### config.mk
export PLATFORM = sky130hd
export DESIGN_NAME = axi_stream_arbiter
export DESIGN_NICKNAME = d
export VERILOG_FILES = /design/src/rtl/axi_stream_arbiter.sv
export SDC_FILE = /design/constraint.sdc
export NUM_CORES = 1
export LEC_CHECK = 0
export BUFFER_PORTS_ARGS = -buffer_cell sky130_fd_sc_hd__buf_2
export CAP_MARGIN = 20
export CORE_ASPECT_RATIO = 0.7
export CORE_MARGIN = 2
export CORE_UTILIZATION = 33
export DETAILED_ROUTE_END_ITERATION = 12
export GPL_TIMING_DRIVEN = 0
export PLACE_DENSITY = 0.8
export SLEW_MARGIN = 0
export SYNTH_ARGS = -nofsm -noshare
export SYNTH_HDL_FRONTEND = slang
export SYNTH_SLANG_ARGS = --single-unit
### constraint.sdc
create_clock -name aclk -period 1.9 [get_ports aclk]
set_clock_uncertainty 0.15 [all_clocks]
set_input_delay 0.19 -clock aclk [delete_from_list [all_inputs] [get_ports aclk]]
set_output_delay 0.19 -clock aclk [all_outputs]
set_load 0.05 [all_outputs]
### src/rtl/axi_stream_arbiter.sv
// Packet-granular round-robin arbiter: NUM_SRC AXI-Stream masters share one downstream port; 1-cycle arbitration bubble, data path is combinational.
// Backpressure: m_tready is routed only to the granted source; AXIS_ARB_LEN_CHECK_EN enables the MAX_PKT_LEN length guard.
package axi_stream_pkg;
    parameter int DATA_W = 32;
    typedef logic [DATA_W-1:0] data_t;
endpackage

module axi_stream_arbiter #(
    parameter int NUM_SRC     = 4,
    parameter int MAX_PKT_LEN = 8
) (
    input  logic                                 aclk,
    input  logic                                 areset,
    input  logic [NUM_SRC-1:0]                   s_tvalid,
    output logic [NUM_SRC-1:0]                   s_tready,
    input  axi_stream_pkg::data_t [NUM_SRC-1:0]  s_tdata,
    input  logic [NUM_SRC-1:0]                   s_tlast,
    output logic                                 m_tvalid,
    input  logic                                 m_tready,
    output axi_stream_pkg::data_t                m_tdata,
    output logic                                 m_tlast,
    output logic                                 grant_valid,
    output logic [$clog2(NUM_SRC)-1:0]           grant_idx,
    output logic                                 len_err
);
    localparam int IDX_W = $clog2(NUM_SRC);

    typedef enum logic {ST_IDLE, ST_BUSY} state_t;

    state_t             r_state;
    state_t             w_state_nxt;
    logic [IDX_W-1:0]   r_grant_idx;
    logic [IDX_W-1:0]   w_grant_nxt;
    logic [IDX_W-1:0]   r_last_grant;
    logic [IDX_W-1:0]   w_last_nxt;
    logic [IDX_W-1:0]   w_pick;
    logic               w_hs;

    if (NUM_SRC < 2 || NUM_SRC > 16 || MAX_PKT_LEN < 1) begin : g_bad_cfg
        $error("axi_stream_arbiter: unsupported NUM_SRC or MAX_PKT_LEN");
    end

    function automatic logic [IDX_W-1:0] f_wrap(input logic [IDX_W-1:0] base, input int off);
        int v;
        v = int'(base) + off;
        if (v >= NUM_SRC) v -= NUM_SRC;
        return IDX_W'(v);
    endfunction

    // Scan from farthest to nearest so the nearest requester after last_grant wins.
    always_comb begin : p_rr_pick
        w_pick = r_last_grant;
        for (int k = NUM_SRC; k >= 1; k--) begin
            if (s_tvalid[f_wrap(r_last_grant, k)]) w_pick = f_wrap(r_last_grant, k);
        end
    end

`ifdef AXIS_ARB_LEN_CHECK_EN
    localparam int CNT_W = $clog2(MAX_PKT_LEN) + 1;
    logic [CNT_W-1:0] r_beat_cnt;
    logic             w_len_hit;

    always_ff @(posedge aclk or posedge areset) begin
        if (areset) begin
            r_beat_cnt <= '0;
        end else if (r_state == ST_IDLE) begin
            r_beat_cnt <= '0;
        end else if (w_hs) begin
            r_beat_cnt <= r_beat_cnt + 1'b1;
        end
    end
`endif

    always_ff @(posedge aclk or posedge areset) begin
        if (areset) begin
            r_state      <= ST_IDLE;
            r_grant_idx  <= '0;
            r_last_grant <= IDX_W'(NUM_SRC - 1);
        end else begin
            r_state      <= w_state_nxt;
            r_grant_idx  <= w_grant_nxt;
            r_last_grant <= w_last_nxt;
        end
    end

    always_comb begin : p_fsm
        w_state_nxt = r_state;
        w_grant_nxt = r_grant_idx;
        w_last_nxt  = r_last_grant;
        m_tvalid    = 1'b0;
        m_tdata     = '0;
        m_tlast     = 1'b0;
        s_tready    = '0;
        w_hs        = 1'b0;
        len_err     = 1'b0;
`ifdef AXIS_ARB_LEN_CHECK_EN
        w_len_hit   = 1'b0;
`endif
        case (r_state)
            ST_IDLE: begin
                if (|s_tvalid) begin
                    w_grant_nxt = w_pick;
                    w_state_nxt = ST_BUSY;
                end
            end
            ST_BUSY: begin
                m_tvalid              = s_tvalid[r_grant_idx];
                m_tdata               = s_tdata[r_grant_idx];
                s_tready[r_grant_idx] = m_tready;
`ifdef AXIS_ARB_LEN_CHECK_EN
                // Cut an over-long packet so the downstream buffer never overflows.
                w_len_hit = (r_beat_cnt == CNT_W'(MAX_PKT_LEN - 1)) && !s_tlast[r_grant_idx];
                m_tlast   = s_tlast[r_grant_idx] | w_len_hit;
`else
                m_tlast   = s_tlast[r_grant_idx];
`endif
                w_hs = m_tvalid && m_tready;
`ifdef AXIS_ARB_LEN_CHECK_EN
                len_err = w_hs && w_len_hit;
`endif
                if (w_hs && m_tlast) begin
                    w_last_nxt  = r_grant_idx;
                    w_state_nxt = ST_IDLE;
                end
            end
            default: w_state_nxt = ST_IDLE;
        endcase
    end

    assign grant_valid = (r_state == ST_BUSY);
    assign grant_idx   = r_grant_idx;

endmodule

Word level (Yosys, flattened, before mapping)
Index checks and enable logic that the tools add are counted.

cells by class
  bitwise gates (word level) = 2
  add/subtract/negate cells = 8
  shifts and indexed selects = 0
  eq/ne operators = 0
  multiplexer cells = 31
  reductions and logical operators = 6
  div/mod/pow operators = 0
  order comparisons = 10
  multiply operators = 0

operators by type and width
  kind                   count
  $bmux W32 S2           1
  $mux W32               2
  $mux W2                8
  $lt A2 B3 Y1 const B   5
  $bmux W1 S2            6
  $mux W1                11
  $ge A3 B3 Y1 const B   3
  $sub A2 B1 Y2 const B  4
  $add A2 B2 Y3 const B  2
  $add A2 B3 Y4 const B  1
  $and A4 B4 Y4          1
  $ge A4 B3 Y1 const B   1
  $mux W4                1
  $reduce_and A2 Y1      2
  $reduce_or A4 Y1       1
  $add A2 B1 Y3 const B  1
  $logic_and A1 B1 Y1    3
  $demux W1 S2           1
  $ge A2 B1 Y1 const B   1
  $pmux W1 S2            1
  $not A1 Y1             1

word-level totals
  word-level logic and storage cells = 60
  register bits = 5
  input port bits = 139
  output and inout bits = 42
  bits in read-only memories = 0
  RAM bits = 0
  latch bits = 0
  memories kept = 0

Depth between registers and ports, before layout
  word-level depth = 9
  mapped depth = 5
  gate-level depth less buffers = 3

Worst setup path after synthesis
OpenSTA, ideal clock, no wires.

  path kind = reg2out
  from = reg r_grant_idx[0], in the netlist grant_idx[0]
  to = out s_tready[1]
  stages on the path, launching flop included = 5
  arrival = 2.198 ns
  buffers on the path = 2
  path slack = -0.638 ns
  required time = 1.560 ns
  cell sequence = dfrtp_1 -> buf_6 -> buf_6 -> inv_1 -> nor3_1

on the way
  cells in the longest elaborated chain, start to end = 6
  elaborated cells between the ends (all ways) = 7
  those cells by class = 2 x order compare; 3 x mux; 1 x bitwise; 1 x reduce/logical

ends and longest elaborated chain
  what                                                                       line  text
  start, declared                                                            32    logic [IDX_W-1:0] r_grant_idx;
  start signal, assigned                                                     81    r_grant_idx <= w_grant_nxt;
  $lt A2 B3 Y1 (not written as such) / $ge A2 B1 Y1 (equally long branches)  109   s_tready[r_grant_idx] = m_tready;
  $logic_and A1 B1 Y1 (not written as such)                                  109
  $mux W1 (not written as such)                                              109
  $demux W1 S2 *                                                             109
  $and A4 B4 Y4 (no line) *                                                  -
  $mux W4 *                                                                  99    case (r_state)
  end, declared                                                              15    output logic [NUM_SRC-1:0] s_tready,

Mark *: on every way between the ends. The rest lies on a longest branch, timed or not.

Worst setup path in the final report
  from = reg r_grant_idx[0], in the netlist grant_idx[0]
  to = out m_tdata[14]

on the way
  cells in the longest elaborated chain, start to end = 3

ends and longest elaborated chain
  what                            line  text
  $bmux W32 S2                    108   m_tdata = s_tdata[r_grant_idx];
  $mux W32 (not written as such)  108
  $mux W32                        99
  end, declared                   20    output axi_stream_pkg::data_t m_tdata,

No other way between the ends. The select of a mux whose other input is x is not followed.

==> impl_metrics.json <==
{
  "die_area_um2": 4870,
  "arrival_ns": 1.74,
  "root_buffer": "clkbuf_8",
  "clock_path_buffers": 2,
  "finalHoldViolCount": 0,
  "syn_avg_cell_area_um2": 12.1,
  "antenna_found_initial": 0,
  "ys_warn_count": 0,
  "syn_to_final_growth_pct": 106,
  "grt_pass1_vias": 2048,
  "drc_errors": 0,
  "ys_ff_latch": 5,
  "violations": "setup timing",
  "cts_buffers": 3,
  "synth-edff-count": 0,
  "worst-path-max-fanout": 7,
  "min_to": "grant_idx[1]",
  "cp.required_ns": 1.56,
  "setup_violations": 36,
  "syn_inst": 118,
  "cts_sinks": 5,
  "core_um2": 4040,
  "die_w_um": 82.6,
  "hpwl_mm": 5.46,
  "ys_types": 30,
  "hp-class": "primary input to flip-flop",
  "tns_ns": -5.14,
  "wl_per_cell_um": 18.5,
  "p_clk_share_pct": 3.4,
  "timing.hold.ws_ns": 0.206,
  "via_count": 1918,
  "slew_headroom_pct": 65.7,
  "rsz0062_at_grt": "yes",
  "async_flop_share_pct": 100,
  "layout-drive-gt1-share_pct": 90.4,
  "timing.rr.start": "grant_idx[0]",
  "vias_per_cell": 5.27,
  "max_slew.worst_pin.slew_ns": 0.510,
  "p_sw_share_pct": 50.5,
  "switchingPower_mw": 3.04,
  "cp-end-kind": "primary output",
  "path_clk_slew_ns": 0.04,
  "wirelength_mm": 6.72,
  "fin_cells": 364,
  "place.gp.congestion": 0.865,
  "start_util_pct": 35.3,
  "first_pass_iters": 4,
  "place_inst": 349,
  "crit_type": "flip-flop to primary output",
  "syn-num-nets": 257,
  "post-synth-top-count-cell": "and2_1",
  "synth-main-ff-cell": "dfrtp_1",
  "p_leak_nw": 1.48,
  "overflow": 0,
  "cts_tree": "built",
  "die_h_um": 59.0,
  "synth_top_area_cell": "mux4_2",
  "insertedDiodeCount": 0,
  "hold_start": "s_tvalid[2]",
  "seq_area_frac_synth_pct": 8.95,
  "r2r_end": "r_last_grant[0]",
  "grt_max_degree": 11,
  "setup_slack_ns": -0.178,
  "row_count": 19,
  "comb_power_share_pct": 92.7,
  "powerDensity_nw_per_um2": 2050,
  "layout_min_cycle_time_ns": 2.08,
  "rrSetupSlack_ns": -0.04,
  "io_pins": 181,
  "drv_cap": 0,
  "min_path_cells": 3,
  "syn-cell-area_um2": 1430,
  "synth.area.top_cells": "mux4_2, and2_1, mux4_1, dfrtp_1, dfstp_2",
  "start_kind": "flip-flop",
  "p_int_mw": 2.98,
  "io_buffers": 179,
  "timing.final.crit_share_pct": 109,
  "antenna_left": 0,
  "outcome": "complete, but fails checks",
  "seq_power_share_pct": 3.9,
  "htreeDepth": 1,
  "grtUsageTotal_pct": 26.1,
  "dr.first_iter.drc_count": 50,
  "synthTopCellsByCount": "and2_1, mux4_2, buf_2, mux4_1",
  "slew_viol_final": 0,
  "synth_top_area_share_pct": 45.8,
  "max_freq_mhz": 481,
  "nNetsFinal": 452,
  "clk_latency_ns": 0.23,
  "grt_pass1_wl_mm": 9.45,
  "rr_worst_depth": 6,
  "irDropWorstVdd_uv": 1560
}
-- cell families after synthesis --
| group | after synthesis | synth area share, % |
|---|---|---|
| AO/OA/AOI/OAI | 7 | 3.25 |
| buffers and inverters | 17 | 8.51 |
| flip-flops | 5 | 8.95 |
| multiplexers | 37 | 57.3 |
| other | 1 | 0.263 |
| AND/OR/NAND/NOR | 51 | 21.8 |
-- metal layers --
metal	GRT usage (%)	wire (um)
met1	30.0	2400
met2	49.0	3690
met3	4.88	486
met4	8.90	147
met5	0	0
-- placed cells by master (no fill, tap or decap), types with 3 or more instances in the layout --
cell type,count
buf_4,9
clkbuf_16,3
mux4_2,34
buf_6,36
buf_12,4
clkbuf_1,5
inv_1,3
clkbuf_8,3
buf_2,143
and2_4,34
-- stage by stage --
| step | total power [mW] | cell area (um^2) | util [%] | setup slack (ns) |
|---|---|---|---|---|
| 5_1_grt | 6.29 | 2940 | 72.8 | -0.214 |
| 3_5_place_dp | 4.66 | 2480 | 61.4 | -0.110 |
| 4_1_cts | 5.58 | 2780 | 68.8 | -0.193 |
| 2_1_floorplan | 3.84 | 1520 | - | -0.0730 |
| 6_report | 6.02 | 2940 | 72.8 | -0.178 |
| 3_3_place_gp | 4.58 | 2480 | 61.4 | -0.0822 |
-- timing repair --
action                     in CTS  in global routing
setup endpoints to repair      35                 36
gates cloned                    0                  3
buffers inserted                3                  4
resized for setup              73                 28
hold buffers                    1                  0
hold endpoints to repair        5                  0
-- critical path, stage by stage, from the launching register on --
cell,delay (ns)
dfrtp_2,0.40
buf_12,0.15
buf_12,0.13
mux4_2,0.51
and2_4,0.18
buf_6,0.14
-- layout make-up --
class                   instances  area [um^2]
fillers                       287         1100
clock buffers                   4         45.0
inverters                       3         11.3
well taps                      52         65.1
flip-flops and latches          5          130
plain buffers                  14          141
multi-input cells              96         1270
repair buffers                190         1270
-- worst max-delay path by stage --
stage | end | startpoint | cells past startpoint
2_1_floorplan | s_tready[0] | grant_valid | 3
3_3_place_gp | m_tdata[18] | grant_idx[1] | 5
3_5_place_dp | m_tdata[18] | grant_idx[1] | 5
4_1_cts | m_tdata[18] | grant_idx[0] | 5
5_1_grt | m_tdata[14] | grant_idx[0] | 5
6_report | m_tdata[14] | grant_idx[0] | 5
-- power groups by stage --
| stage | clock network (mW) | logic (mW) | registers, mW |
|---|---|---|---|
| after global placement | 0 | 4.36 | 0.227 |
| after CTS | 0.201 | 5.16 | 0.226 |
| after global routing | 0.217 | 5.83 | 0.245 |
| after floorplan | 0 | 3.54 | 0.303 |
| after detailed placement | 0 | 4.43 | 0.228 |
| final | 0.203 | 5.58 | 0.236 |
-- flip-flops by register name, indices dropped and copies added (netlist names) --
signal,count
grant_valid,1
r_last_grant,2
grant_idx,2
No activity file was read; power rests on OpenSTA's default activity.
